File: src/rtl/pal_cfg_pkg.sv
// Shared types and constants for the PAL configuration streamer.
package pal_cfg_pkg;

  typedef enum logic [1:0] {
    IDLE   = 2'd0,
    FETCH  = 2'd1,
    SHIFT  = 2'd2,
    FINISH = 2'd3
  } state_e;

  localparam logic [7:0] CRC8_POLY = 8'h07;

  // Bits in a PAL bitstream: AND-plane (true and complement inputs) plus OR-plane.
  function automatic int cfg_bits(input int n, input int m, input int p);
    return 2 * n * p + p * m;
  endfunction

endpackage

File: src/rtl/pal_cfg_crc8.sv
// Bit-serial CRC-8 (MSB-first, init 0x00) over the PAL configuration stream.
// Only compiled when PAL_CFG_CRC_EN is defined; the streamer is its only user.
`ifdef PAL_CFG_CRC_EN
module pal_cfg_crc8
  import pal_cfg_pkg::*;
(
  input  logic       clk_i,
  input  logic       rst_i,
  input  logic       clr_i,
  input  logic       en_i,
  input  logic       bit_i,
  output logic [7:0] crc_o
);

  logic [7:0] crc_q;
  logic [7:0] crc_d;
  logic       fb;

  assign fb    = crc_q[7] ^ bit_i;
  assign crc_d = {crc_q[6:0], 1'b0} ^ (fb ? CRC8_POLY : 8'h00);
  assign crc_o = crc_q;

  // CRC register: clear wins over update, holds when no bit is being sent.
  always_ff @(posedge clk_i or posedge rst_i) begin
    if (rst_i) begin
      crc_q <= 8'h00;
    end else if (clr_i) begin
      crc_q <= 8'h00;
    end else if (en_i) begin
      crc_q <= crc_d;
    end
  end

endmodule
`endif

File: src/rtl/pal_cfg_streamer.sv
// PAL configuration streamer: accepts WORD_W-bit words over valid/ready and
// shifts exactly CFG_BITS bits MSB-first onto CFG_OUT, gating the PAL clock
// with SHIFT_EN. Optional CRC-8 of the sent stream under PAL_CFG_CRC_EN.
//
// state  | meaning
// IDLE   | waiting for START, all handshake/enable outputs low
// FETCH  | WORD_READY high, waiting for the next word
// SHIFT  | one bit per cycle on CFG_OUT with SHIFT_EN high
// FINISH | single DONE cycle, then back to IDLE
module pal_cfg_streamer
  import pal_cfg_pkg::*;
#(
  parameter int N      = 4,
  parameter int M      = 3,
  parameter int P      = 3,
  parameter int WORD_W = 8
) (
  input  logic              CLK,
  input  logic              RST,
  input  logic              START,
  input  logic [WORD_W-1:0] WORD_DATA,
  input  logic              WORD_VALID,
  output logic              WORD_READY,
  output logic              CFG_OUT,
  output logic              SHIFT_EN,
  output logic              BUSY,
  output logic              DONE
`ifdef PAL_CFG_CRC_EN
  , output logic [7:0]      CRC_OUT
`endif
);

  localparam int CFG_BITS = cfg_bits(N, M, P);
  localparam int CNT_W    = $clog2(CFG_BITS + 1);
  localparam int BL_W     = $clog2(WORD_W + 1);

  localparam logic [CNT_W-1:0] LAST_CNT = CNT_W'(CFG_BITS);
  localparam logic [CNT_W-1:0] CNT_ONE  = CNT_W'(1);
  localparam logic [BL_W-1:0]  BL_ONE   = BL_W'(1);
  localparam logic [BL_W-1:0]  WORD_W_C = BL_W'(WORD_W);

  state_e            state_q, state_d;
  logic [CNT_W-1:0]  sent_q, sent_d;
  logic [BL_W-1:0]   left_q, left_d;
  logic [WORD_W-1:0] sreg_q, sreg_d;
  logic              word_ready_q, word_ready_d;
  logic              cfg_out_q, cfg_out_d;
  logic              shift_en_q, shift_en_d;
  logic              busy_q, busy_d;
  logic              done_q, done_d;
  logic [CNT_W-1:0]  remain;

  // Bits still owed to the PAL; the last word is truncated to this.
  assign remain = LAST_CNT - sent_q;

  // Next-state logic; outputs are decoded from the next state so they register
  // in step with the state they describe.
  always_comb begin
    state_d   = state_q;
    sent_d    = sent_q;
    left_d    = left_q;
    sreg_d    = sreg_q;
    cfg_out_d = 1'b0;
    case (state_q)
      IDLE: begin
        if (START) begin
          state_d = FETCH;
          sent_d  = '0;
          left_d  = '0;
        end
      end
      FETCH: begin
        if (WORD_VALID && word_ready_q) begin
          state_d   = SHIFT;
          sreg_d    = WORD_DATA;
          cfg_out_d = WORD_DATA[WORD_W-1];
          left_d    = (32'(remain) < WORD_W) ? BL_W'(remain) : WORD_W_C;
        end
      end
      SHIFT: begin
        sent_d = sent_q + CNT_ONE;
        left_d = left_q - BL_ONE;
        sreg_d = sreg_q << 1;
        if (sent_d == LAST_CNT) begin
          state_d = FINISH;
        end else if (left_q == BL_ONE) begin
          state_d = FETCH;
        end else begin
          cfg_out_d = sreg_d[WORD_W-1];
        end
      end
      FINISH: begin
        state_d = IDLE;
      end
      default: begin
        state_d = IDLE;
      end
    endcase
    word_ready_d = (state_d == FETCH);
    shift_en_d   = (state_d == SHIFT);
    busy_d       = (state_d != IDLE);
    done_d       = (state_d == FINISH);
  end

  // State, datapath and registered outputs; reset drops SHIFT_EN at once.
  always_ff @(posedge CLK or posedge RST) begin
    if (RST) begin
      state_q      <= IDLE;
      sent_q       <= '0;
      left_q       <= '0;
      sreg_q       <= '0;
      word_ready_q <= 1'b0;
      cfg_out_q    <= 1'b0;
      shift_en_q   <= 1'b0;
      busy_q       <= 1'b0;
      done_q       <= 1'b0;
    end else begin
      state_q      <= state_d;
      sent_q       <= sent_d;
      left_q       <= left_d;
      sreg_q       <= sreg_d;
      word_ready_q <= word_ready_d;
      cfg_out_q    <= cfg_out_d;
      shift_en_q   <= shift_en_d;
      busy_q       <= busy_d;
      done_q       <= done_d;
    end
  end

  assign WORD_READY = word_ready_q;
  assign CFG_OUT    = cfg_out_q;
  assign SHIFT_EN   = shift_en_q;
  assign BUSY       = busy_q;
  assign DONE       = done_q;

`ifdef PAL_CFG_CRC_EN
  logic crc_clr;

  // Only an accepted START restarts the CRC; a START mid-load is ignored.
  assign crc_clr = START && (state_q == IDLE);

  pal_cfg_crc8 u_crc8 (
    .clk_i (CLK),
    .rst_i (RST),
    .clr_i (crc_clr),
    .en_i  (shift_en_q),
    .bit_i (cfg_out_q),
    .crc_o (CRC_OUT)
  );
`endif

endmodule

File: config.mk
export PLATFORM = sky130hd
export DESIGN_NAME = pal_cfg_streamer
export DESIGN_NICKNAME = d
export VERILOG_FILES = /design/src/rtl/pal_cfg_pkg.sv /design/src/rtl/pal_cfg_crc8.sv /design/src/rtl/pal_cfg_streamer.sv
export SDC_FILE = /design/constraint.sdc
export NUM_CORES = 1
export LEC_CHECK = 0
export CORE_UTILIZATION = 35
export CTS_BUF_LIST = sky130_fd_sc_hd__clkbuf_8
export CTS_CLUSTER_SIZE = 30
export DETAILED_ROUTE_END_ITERATION = 8
export PLACE_DENSITY = 0.66
export SLEW_MARGIN = 30
export SYNTH_ARGS = -nofsm -noshare
export SYNTH_HDL_FRONTEND = slang
export SYNTH_SLANG_ARGS = --single-unit
File: constraint.sdc
create_clock -name CLK -period 2.65 [get_ports CLK]
set_clock_uncertainty 0.1 [all_clocks]
set_input_delay 0.3975 -clock CLK [delete_from_list [all_inputs] [get_ports CLK]]
set_output_delay 0.3975 -clock CLK [all_outputs]
set_load 0.01 [all_outputs]
* After elaboration in Yosys (flattened, before gate mapping)
Cells that the tools add are included.
** Word-level totals
- Register bits :: 24
- Input port bits :: 12
- Output and inout bits :: 5
- Logic and storage cells :: 49
** Cells by class
- Add/sub/neg operators :: 3
- Order comparisons :: 1
- Equality and inequality tests :: 10
- Muxes and demuxes :: 17
- Reduce and logical (&&, ||, !) cells :: 9
** Operators with widths (count)
- case mux 7 bit (2 select lines) :: 1
- 2-to-1 mux 4 bit :: 3
- case mux 4 bit (3 select lines) :: 1
- case mux 6 bit (2 select lines) :: 1
- equality test 2 bit (second input constant) :: 4
- 2-to-1 mux 2 bit :: 4
- case mux 2 bit (4 select lines) :: 1
- 2-to-1 mux 7 bit :: 1
- adder 6 x 1 -> 6 bit (second input constant) :: 1
- equality test 6 bit (second input constant) :: 1
- < comparator 6 x 4 -> 1 bit (second input constant) :: 1
- 2-to-1 mux 6 bit :: 1
- nonzero test 2 bit :: 3
- subtractor 6 bit (first input constant) :: 1
- equality test 2 x 1 -> 1 bit (second input constant) :: 2
- equality test 4 x 1 -> 1 bit (second input constant) :: 1
- != test 2 bit (second input constant) :: 2
- AND reduction 2 bit :: 2
- subtractor 4 x 1 -> 4 bit (second input constant) :: 1
- 2-to-1 mux 1 bit :: 3
- AND reduction 3 bit :: 1
- nonzero test 3 bit :: 1
- zero test 2 bit :: 1
- case mux 1 bit (2 select lines) :: 1
- logical AND 1 bit :: 1

* Longest topological paths before layout
Gate-level depths: netlist of the first run.
- Depth after elaboration :: 5
- Mapped depth :: 8
- Gate-level depth less buffers :: 8

* Worst setup path after synthesis of the first run
No wires, ideal clock.
- Kind :: register to register
- Start :: reg state_q[1]
- End :: reg shift_en_q (netlist: SHIFT_EN)
- Library setup time :: 0.117 ns
- Arrival time :: 1.617 ns
- Required time :: 2.433 ns
- Setup slack :: 0.816 ns
- Cell stages (with the launch flop) :: 8
- Path buffers :: 0
- Period minus slack after synthesis :: 1.834 ns
- Path through :: dfrtp_1 inv_1 ha_1 a21boi_0 nor3_1 a21oi_1 o21ai_1 and2_4
** Between the ends
- Cells in the longest elaborated chain, start to end :: 4
** Ends and longest elaborated chain
- from (decl) :: RTL line pal_cfg_streamer.sv:42 : state_e state_q, state_d;
- from (signal assigned) :: RTL line pal_cfg_streamer.sv:118 : state_q <= state_d;
- 2-to-1 mux 2 bit :: RTL line pal_cfg_streamer.sv:86 : end else if (left_q == BL_ONE) begin
- 2-to-1 mux 2 bit :: RTL line pal_cfg_streamer.sv:84 : if (sent_d == LAST_CNT) begin
- case mux 2 bit (4 select lines) * :: RTL line pal_cfg_streamer.sv:64 : case (state_q)
- equality test 2 bit * :: RTL line pal_cfg_streamer.sv:100 : shift_en_d = (state_d == SHIFT);
- named net shift_en_d :: RTL line pal_cfg_streamer.sv:48 : logic shift_en_q, shift_en_d;
- to (signal assigned) :: RTL line pal_cfg_streamer.sv:124 : shift_en_q <= shift_en_d;
- to (decl) :: RTL line pal_cfg_streamer.sv:48
The timed path passes the listed nets; every way through them passes the cells marked *.
A chain may end at the register's enable or synchronous reset.

* Worst setup path after layout of the first run
Same ends and word-level chain as after synthesis.

==> results of run 1 <==
[cells by family (layout without fill, tap and decap cells)]
| group | Yosys count | count (layout) |
|---|---|---|
| AOI/OAI and AO/OA | 38 | 38 |
| xor gates and xnor gates | 3 | 3 |
| adders and majority gates | 10 | 10 |
| buffers and inverters | 15 | 34 |
| DFF | 24 | 24 |
| muxes | 6 | 6 |
| and+or+nand+nor | 46 | 46 |
[area by class of cell]
class                   count  area (sq um)
flip-flops and latches     24           601
inverters                  12          45.0
multi-input cells         103           726
repair buffers             18           175
fillers                   356          2050
clock buffers               4          55.1
well taps                  48          60.1
[synthesized netlist by cell type, drive strengths merged (3+ instances only)]
cell / instances
nor3: 3
nand4: 4
o21ai: 21
nor2b: 3
inv: 12
nand2: 15
nand2b: 4
a21oi: 3
nor2: 7
ha: 10
nand3: 5
mux2i: 6
dfrtp: 24
[critical path: cells and delay by family (launching register included)]
family | cells | cell delay, ns
AOI/OAI and AO/OA | 3 | 0.82
DFF | 1 | 0.44
and+or+nand+nor | 2 | 0.30
buffers and inverters | 1 | 0.10
adders and majority gates | 1 | 0.26
[worst paths after layout]
path	start	to	slack (ns)	depth (start not counted)
hold / removal	RST	left_q[1]	0.37	3
setup reg to reg	state_q[1]	SHIFT_EN	0.54	7
setup / recovery	state_q[1]	SHIFT_EN	0.54	7
hold reg to reg	sreg_q[5]	sreg_q[5]	0.39	2
max in group asynchronous	RST	left_q[0]	1.85	3
min in group CLK	sreg_q[5]	sreg_q[5]	0.39	2
[per-layer routing]
metal  part of all wire  vias to the layer above  GRT usage
met1               0.45                      513      0.183
met2               0.50                       21      0.246
met4              0.010                        0     0.0778
li1                   -                      537          -
met3              0.034                        4     0.0211
met5                  0                        -          0
[stage by stage]
stage                     std cells  utilization  worst slack [ns]
after floorplan                 142            -             0.816
after global placement          205        0.432             0.414
after detailed placement        205        0.432             0.320
after CTS                       209        0.447             0.409
after global routing            209        0.447             0.315
final                           209        0.447             0.539
[power by group through the flow]
stage               clock, uW  combinational, uW  sequential (uW)
floorplan                   0                368              536
CTS                       259                520              541
detailed placement          0                520              547
finish                    248                520              543
global route              279                589              553
global placement            0                506              542
[state kept, by name, summed over array words and instances, names as in the netlist]
name        cells
sreg_q          7
sent_q          6
left_q          4
state_q         2
BUSY            1
CFG_OUT         1
DONE            1
SHIFT_EN        1
WORD_READY      1
==> metrics, run 1 <==
crit path max fanout=5; pin count of the biggest net entering global routing=25; Routability Congestion=about 0.85; # diodes=0; Vias/cell=5.14; worst hold slack=0.366 ns; Internal=806 uW; Gate Count Post-Synth=approximately 140; Root Buffer=clkbuf_8; YS warnings=0; RSZ-0062 raised after global routing=false; mux share of post-synthesis cell area=0.0434; first-pass detailed-route iteration total=4; Post-synth ARST share=1.00; number of top-level pins=17; Seq cells post-synth=24; clock network power share=0.189; worst skew pair latency=0.27 ns; Max VDD drop=0.382 mV; vias in the first global route=1,120; Critical Path Sink Type=flop; synthesized net count=164; clk slew on worst S/H paths=0.09 ns; Post-Synth Adder-Cell Area=0.0904; cts bufs inserted=3; Crit-path slowest cell=a21boi_0; Synth Flop Type=dfrtp_1; Relative slew margins=0.566; Post-synth EDFFs=0; final setup fails=0; I/O Buffers=16; Clock Tree Buf Depth=2; First DRT Iteration DRCs=53; Synth Area in XOR/XNOR=0.0190; drt drc=0; Critical Path Source Type=flop; worst-path cell chain=inv_1 -> ha_1 -> a21boi_0 -> nor3_1 -> a21oi_1 -> o21ai_1 -> and2_4; Cell Area, Synth=1380 sq um; GRT Resource Usage Total=0.148; Tcrit/Tclk final=0.797; initial antenna violation count=0; Synth-to-Final Area Change=20.1%; DPL Wire Length=2000 microns; worst slew pin tran=0.650 ns; max-capacitance violation count=0; first-pass GRT wire length=4750 microns; max incr delay on CP=approximately 0.54 ns; Unique masters post-synth=38; crit path kind=flop to flop; largest family of logic cells by synthesized area=compound AO/OA/AOI/OAI gates; status=complete, no violations; Flop pwr share=0.414; Core Region=3720 sq um; Simple-Gate Fraction of Synth Area=0.181; combinational share of power=0.396; crit path time final=2.11 ns; CTS Sinks=24; Power Dens Cells=about 790 nW/um^2; ranking of synthesized cells by area=dfrtp_1 43%, ha_1 9.0%, o21ai_0 6.5%, mux2i_1 4.3%, nand2_1 4.1%; proportion of synthesized chip area in sequential cells=0.434; Yosys top cell by area=dfrtp_1; total setup buffers inserted after CTS=0; TritonCTS clock tree=yes; # rows=22; Wirelength per Cell=12.6 microns; Switch Pwr=about 510 uW; Die W=64.9 microns; top cell type's share of synthesized area=0.434; Post-CTS Resized=0; Starting Density=0.372; complex-gate fraction of the synthesized area=0.191; commonest non-fill, non-tap cell in the layout=dfrtp_1; total power=roughly 1300 uW; commonest non-fill, non-tap cells in the layout=24 x dfrtp_1, 18 x o21ai_0, 16 x clkdlybuf4s50_1; Fin Setup TNS=0 ns; share of layout cells above drive strength 1=0.0932; via count=1,075; Final Max Slew Viols=0; H-tree lvl count=1; fin nets=184; die footprint=4210 sq um; CP Data Required Time=2.72 ns; sw frac=0.385; CP arrival=2.18 ns; Routed Antenna Nets=0; Overflow after GRT=0; final hold viol count=0; Min-Delay Path Class=input pin to async pin; placed cell area=1610 sq um; synthesized area per cell=between 9 and 10 sq um; maximum clock rate=474 MHz; design area=around 1700 sq um; LEAKAGE=between 0.0007 and 0.0008 uW; die height=64.9 microns; final wirelength=2630 microns; CTS hold repair buffers=0
(Power assumes the default switching activity.)
==> run 2: changes to the inputs <==
==> constraint.sdc (replaced) <==
create_clock -name CLK -period 2.2 [get_ports CLK]
set_clock_uncertainty 0.1 [all_clocks]
set_input_delay 0.33 -clock CLK [delete_from_list [all_inputs] [get_ports CLK]]
set_output_delay 0.33 -clock CLK [all_outputs]
set_load 0.01 [all_outputs]
==> run 2 against run 1 <==
- critical path depth unchanged
- critical path type unchanged
- sequential share of layout area decreased by 0.95 points
- worst setup slack worse by 0.39 ns
- global-route usage increased by 1.3 points
- register-to-register slack worse by 0.39 ns
- critical endpoint is now left_q[0]
- fmax increased by 2.8%
- non-clock buffer count is 6 higher
- sequential power up 18%
- clock power is 19% higher
- sequential cell count unchanged
- die area unchanged
==> metrics, run 2 (same netlist as run 1, synthesis figures left out) <==
commonest non-fill, non-tap cell in the layout=dfrtp_1; number of top-level pins=17 (unchanged); vias in the first global route=1,211 (+8.1%); crit path kind=flop to flop; total power=1640 uW (+25%); I/O Buffers=16 (unchanged); total setup buffers inserted after CTS=0 (unchanged); Routed Antenna Nets=0 (unchanged); register with the most flip-flops=sreg_q; FF-to-FF path depth=7 (unchanged); DPL Wire Length=2250 microns (+12%); Root Buffer=clkbuf_8; via count=1,087 (+1.1%); first-pass GRT wire length=5310 microns (+12%); Util after Layout=0.459 (+0.0121); Starting Density=0.372 (unchanged); Crit-path slowest cell=dfrtp_1; clock network power share=0.180 (-0.009); Crit path max-delay family=simple AND/OR/NAND/NOR gates; final wirelength=2850 microns (+8.5%); CP arrival=2.13 ns (-0.05 ns); worst path bufs/invs=1 (unchanged); worst skew pair latency=0.26 ns (about the same); # diodes=0 (unchanged); commonest non-fill, non-tap cells in the layout=24 x dfrtp_1, 18 x o21ai_0, 16 x clkdlybuf4s50_1; Reg2Reg Setup Slack=0.15 ns (-0.39 ns); share of layout cells above drive strength 1=0.126 (+0.0326); Post-CTS Resized=0 (unchanged); die height=64.9 microns (unchanged); CP Data Required Time=2.27 ns (-0.45 ns); Flop pwr share=0.390 (-0.024); Non-Filler Instances=215 (+2.9%); First DRT Iteration DRCs=18 (-66%); fin nets=190 (+3.3%); Worst R2R End=left_q[0]; GRT Resource Usage Total=0.161 (+0.0132); final hold viol count=0 (unchanged); pin count of the biggest net entering global routing=25 (unchanged); Relative slew margins=0.517 (-0.0494); Wirelength per Cell=13.2 microns (+5.4%); max incr delay on CP=0.42 ns (-0.12 ns); Clock Tree Buf Depth=2 (unchanged); Tcrit/Tclk final=0.934 (+0.137); Routability Congestion=0.854 (+1.1%); Switch Pwr=620 uW (+23%); drt drc=0 (unchanged); Internal=1020 uW (+27%); Critical Path Source Type=flop; cts bufs inserted=3 (unchanged); placed cell area=1650 sq um (+2.8%); Die W=64.9 microns (unchanged); # rows=22 (unchanged); maximum clock rate=487 MHz (+2.8%); sw frac=0.378 (-0.00741); Critical Path Sink Type=flop; status=complete, no violations; crit path time final=2.05 ns (-0.0565 ns); TritonCTS clock tree=yes; RSZ-0062 raised after global routing=false; Power Dens Cells=961 nW/um^2 (+22%); max-capacitance violation count=0 (unchanged); H-tree lvl count=1 (unchanged); worst-path cell chain=ha_1 -> a21boi_0 -> buf_4 -> nor3_4 -> nand3_1 -> nand2b_1 -> o221ai_1; LEAKAGE=0.000751 uW (+4.3%); final setup fails=0 (unchanged); combinational share of power=0.430 (+0.034); Max VDD drop=0.593 mV (+55%); crit path max fanout=9 (+4); clk slew on worst S/H paths=0.09 ns (about the same); die footprint=4210 sq um (unchanged); Synth-to-Final Area Change=23.3%; CTS hold repair buffers=0 (unchanged); Largest register FFs=7 (unchanged); Final Max Slew Viols=0 (unchanged); CTS Sinks=24 (unchanged); worst slew pin tran=0.724 ns (+0.0740 ns); biggest regs=sreg_q (7), sent_q (6), left_q (4); Overflow after GRT=0 (unchanged); worst r2r src=state_q[0]; first-pass detailed-route iteration total=6 (+2); Post-Place Cells=211 (+2.9%); Core Region=3720 sq um (unchanged); Vias/cell=5.06 (-1.7%); Min-Delay Path Class=input pin to async pin; initial antenna violation count=0 (unchanged); design area=1710 sq um (+2.7%)
## run 2: per-stage QoR
step	TNS [ns]	worst slack, ns	hold WS [ns]
after floorplan	0	0.366	0.245
after global placement	0	0.0600	0.363
after detailed placement	-0.463	-0.0910	0.383
after CTS	0	0.00909	0.326
after global routing	0	0.0207	0.356
final	0	0.146	0.311
## run 2: final cells by class
cell class | count | area (sq um)
fill | 367 | 2010
multi-input combinational | 103 | 726
sequential | 24 | 601
timing repair buffer | 24 | 220
tap | 48 | 60.1
clock buffer | 4 | 55.1
inverter | 12 | 45.0
## run 2: per-layer routing
metal  track usage  routed length (microns)  up-vias
met2         0.281                     1500       15
met1         0.202                     1270      518
li1              -                        -      550
met3        0.0176                       48        4
met5             0                        0        -
met4        0.0583                       25        0
## run 2: tightest hold or removal path: cells and delay by family
kind / cells / cell delay [ns]
buffers and inverters: 3 / 0.74
## run 2: power groups by stage
stage | logic, uW | registers (uW) | clock network (uW)
2_1_floorplan | 443 | 646 | 0
3_3_place_gp | 675 | 641 | 0
3_5_place_dp | 703 | 647 | 0
4_1_cts | 706 | 640 | 304
5_1_grt | 807 | 657 | 322
6_report | 706 | 639 | 295
## run 2: worst max path at each step
stage | startpoint | to | slack, ns | cells after the start
global placement | WORD_VALID | sreg_q[3] | 0.06 | 4
detailed placement | WORD_VALID | sreg_q[2] | -0.09 | 4
CTS | state_q[0] | sreg_q[2] | 0.009 | 4
global route | sent_q[1] | SHIFT_EN | 0.02 | 6
floorplan | state_q[1] | SHIFT_EN | 0.37 | 7
finish | state_q[0] | left_q[0] | 0.15 | 7
==> run 3: changes to the inputs <==
--- a/config.mk
+++ b/config.mk
@@ -5,11 +5,11 @@
 export SDC_FILE = /design/constraint.sdc
 export NUM_CORES = 1
 export LEC_CHECK = 0
-export CORE_UTILIZATION = 35
+export CORE_UTILIZATION = 54
 export CTS_BUF_LIST = sky130_fd_sc_hd__clkbuf_8
 export CTS_CLUSTER_SIZE = 30
 export DETAILED_ROUTE_END_ITERATION = 8
-export PLACE_DENSITY = 0.66
+export PLACE_DENSITY = 0.9
 export SLEW_MARGIN = 30
 export SYNTH_ARGS = -nofsm -noshare
 export SYNTH_HDL_FRONTEND = slang
==> run 3 against run 2 <==
- design area fell by 2.9%
- power decreased by 1.1%
- critical path type unchanged
- global-route usage up 7.9 points
- worst hold slack got worse by 0.013 ns
- worst setup slack improved by 0.031 ns
- first-iteration DRC count up 110%
- via count grew 5.8%
- critical path depth is 1 higher
- sequential cell count is the same
- wire length is 4.7% higher
==> metrics, run 3 (same netlist as run 1, synthesis figures left out) <==
clk slew on worst S/H paths=0.08 ns (about the same); biggest regs=sreg_q (7), sent_q (6), left_q (4); Reg2Reg Setup Slack=0.18 ns (+0.03 ns); fin nets=188 (-1.1%); CP Launch Point=left_q[1]; slack of the critical path=0.176 ns (+0.0308 ns); Final Max Slew Viols=0 (unchanged); final setup fails=0 (unchanged); Critical Path Sink Type=flop; Power Dens Cells=979 nW/um^2 (+1.9%); Root Buffer=clkbuf_8; CTS Sinks=24 (unchanged); max layer used=met4; Critical Path Source Type=flop; Routed Antenna Nets=0 (unchanged); status=complete, no violations; worst skew pair latency=0.27 ns (about the same); TritonCTS clock tree=yes; Reg area=601 sq um (unchanged); Util after Layout=0.715 (+0.255); first-pass GRT wire length=4790 microns (-9.9%); initial antenna violation count=0 (unchanged); RSZ-0062 raised after global routing=false; first-pass detailed-route iteration total=4 (-2); I/O Buffers=16 (unchanged); Crit-path slowest cell=dfrtp_1; max-capacitance violation count=0 (unchanged); Clock Tree Buf Depth=2 (unchanged); LEAKAGE=0.000734 uW (-2.2%); Min-Delay Path Class=input pin to async pin; design area=1660 sq um (-2.9%); final hold viol count=0 (unchanged); crit path max fanout=3 (-6); worst-path cell chain=inv_1 -> ha_1 -> or3b_4 -> a21oi_2 -> o21ai_2 -> a221oi_4 -> inv_2 -> and2_4; metal2 WL=1490 microns (-0.67%); number of top-level pins=17 (unchanged); fill count=164 (-55%); CP arrival=2.09 ns (-0.04 ns); max incr delay on CP=0.41 ns (about the same); worst r2r src=left_q[1]; die footprint=2770 sq um (-34%); DP Worst Slack=-0.0834 ns (+0.00763 ns); wl on met1=1320 microns (+4.0%); total power=1620 uW (-1.1%); # rows=17 (-23%); worst path bufs/invs=2 (+1); via count=1,150 (+5.8%); maximum clock rate=494 MHz (+1.5%); worst slew pin tran=0.429 ns (-0.295 ns); # diodes=0 (unchanged); pin count of the biggest net entering global routing=25 (unchanged); Max VDD drop=0.870 mV (+47%); Relative slew margins=0.713 (+0.196); placed cell area=1600 sq um (-3.3%); die height=52.6 microns (-19%); First DRT Iteration DRCs=37 (+19); Core Region=2320 sq um (-38%); commonest non-fill, non-tap cells in the layout=24 x dfrtp_1, 18 x o21ai_0, 16 x clkdlybuf4s50_1; Synth-to-Final Area Change=19.7%; Routability Congestion=0.837 (-2.0%); Fin Setup TNS=0 ns (unchanged); final wirelength=2980 microns (+4.7%); Overflow after GRT=0 (unchanged); Largest register FFs=7 (unchanged); crit path time final=2.02 ns (-0.0308 ns); CP Data Required Time=2.27 ns (about the same); multi-input logic area=729 sq um (+0.52%); Crit path max-delay family=compound AO/OA/AOI/OAI gates; Die W=52.6 microns (-19%); register with the most flip-flops=sreg_q; share of layout cells above drive strength 1=0.116 (-0.00989); DPL Wire Length=2180 microns (-2.9%); Met3 Wirelength=102 microns (+110%); cts bufs inserted=3 (unchanged); vias in the first global route=1,105 (-8.8%); Vias/cell=5.99 (+18%); Starting Density=0.597 (+0.224); Tcrit/Tclk final=0.920 (-0.0140); GRT Resource Usage Total=0.239 (+0.0787); drt drc=0 (unchanged); crit path kind=flop to flop; Wirelength per Cell=15.5 microns (+17%); commonest non-fill, non-tap cell in the layout=dfrtp_1; H-tree lvl count=1 (unchanged)
## run 3: changes by cell type in the layout (fill, tap and decap cells not counted), sizes merged
cell,before,now
clkbuf,4,3
buf,8,6
## run 3: area by class of cell
| class | count | share of cell area |
|---|---|---|
| clock buffer | 3 | 0.0249 |
| inverter | 12 | 0.0272 |
| multi-input combinational | 103 | 0.440 |
| sequential | 24 | 0.363 |
| tap | 28 | 0.0211 |
| timing repair buffer | 22 | 0.124 |
## run 3: what timing repair did
| action | in CTS | in global routing |
|---|---|---|
| setup endpoints to repair | 6 | 9 |
| pin swaps | 0 | 1 |
| gates resized for setup | 1 | 2 |
| setup buffers | 0 | 2 |
| hold buffers | 0 | 0 |
## run 3: power by group
| group | total [uW] | switching [uW] | internal [uW] |
|---|---|---|---|
| clock network | 257 | 134 | 123 |
| registers | 648 | 86.7 | 561 |
| logic | 717 | 417 | 299 |
| total | 1620 | 639 | 983 |
## run 3: per-layer routing
layer	track usage	vias up
met2	0.399	33
met3	0.0493	10
li1	-	544
met5	0	-
met4	0.0921	0
met1	0.302	563
## run 3: worst reg2reg max path, delay by kind of cell (launching register included)
kind                       cells  cell delay (ns)
DFF                            1             0.41
adders and majority gates      1             0.13
AOI/OAI and AO/OA              3             0.57
buffers and inverters          2             0.17
and+or+nand+nor                2             0.54
## run 3: final timing paths
kind / endpoint / depth (start not counted)
max in group asynchronous: sreg_q[6] / 3
min in group CLK: sreg_q[3] / 2
max reg2reg: SHIFT_EN / 8
min: sent_q[4] / 3
max: SHIFT_EN / 8
min reg2reg: sreg_q[3] / 2
## run 3: per-stage QoR
stage	instances	hold slack, ns
after floorplan	142	0.245
after global placement	187	0.365
after detailed placement	187	0.384
after CTS	190	0.314
after global routing	192	0.353
final	192	0.297
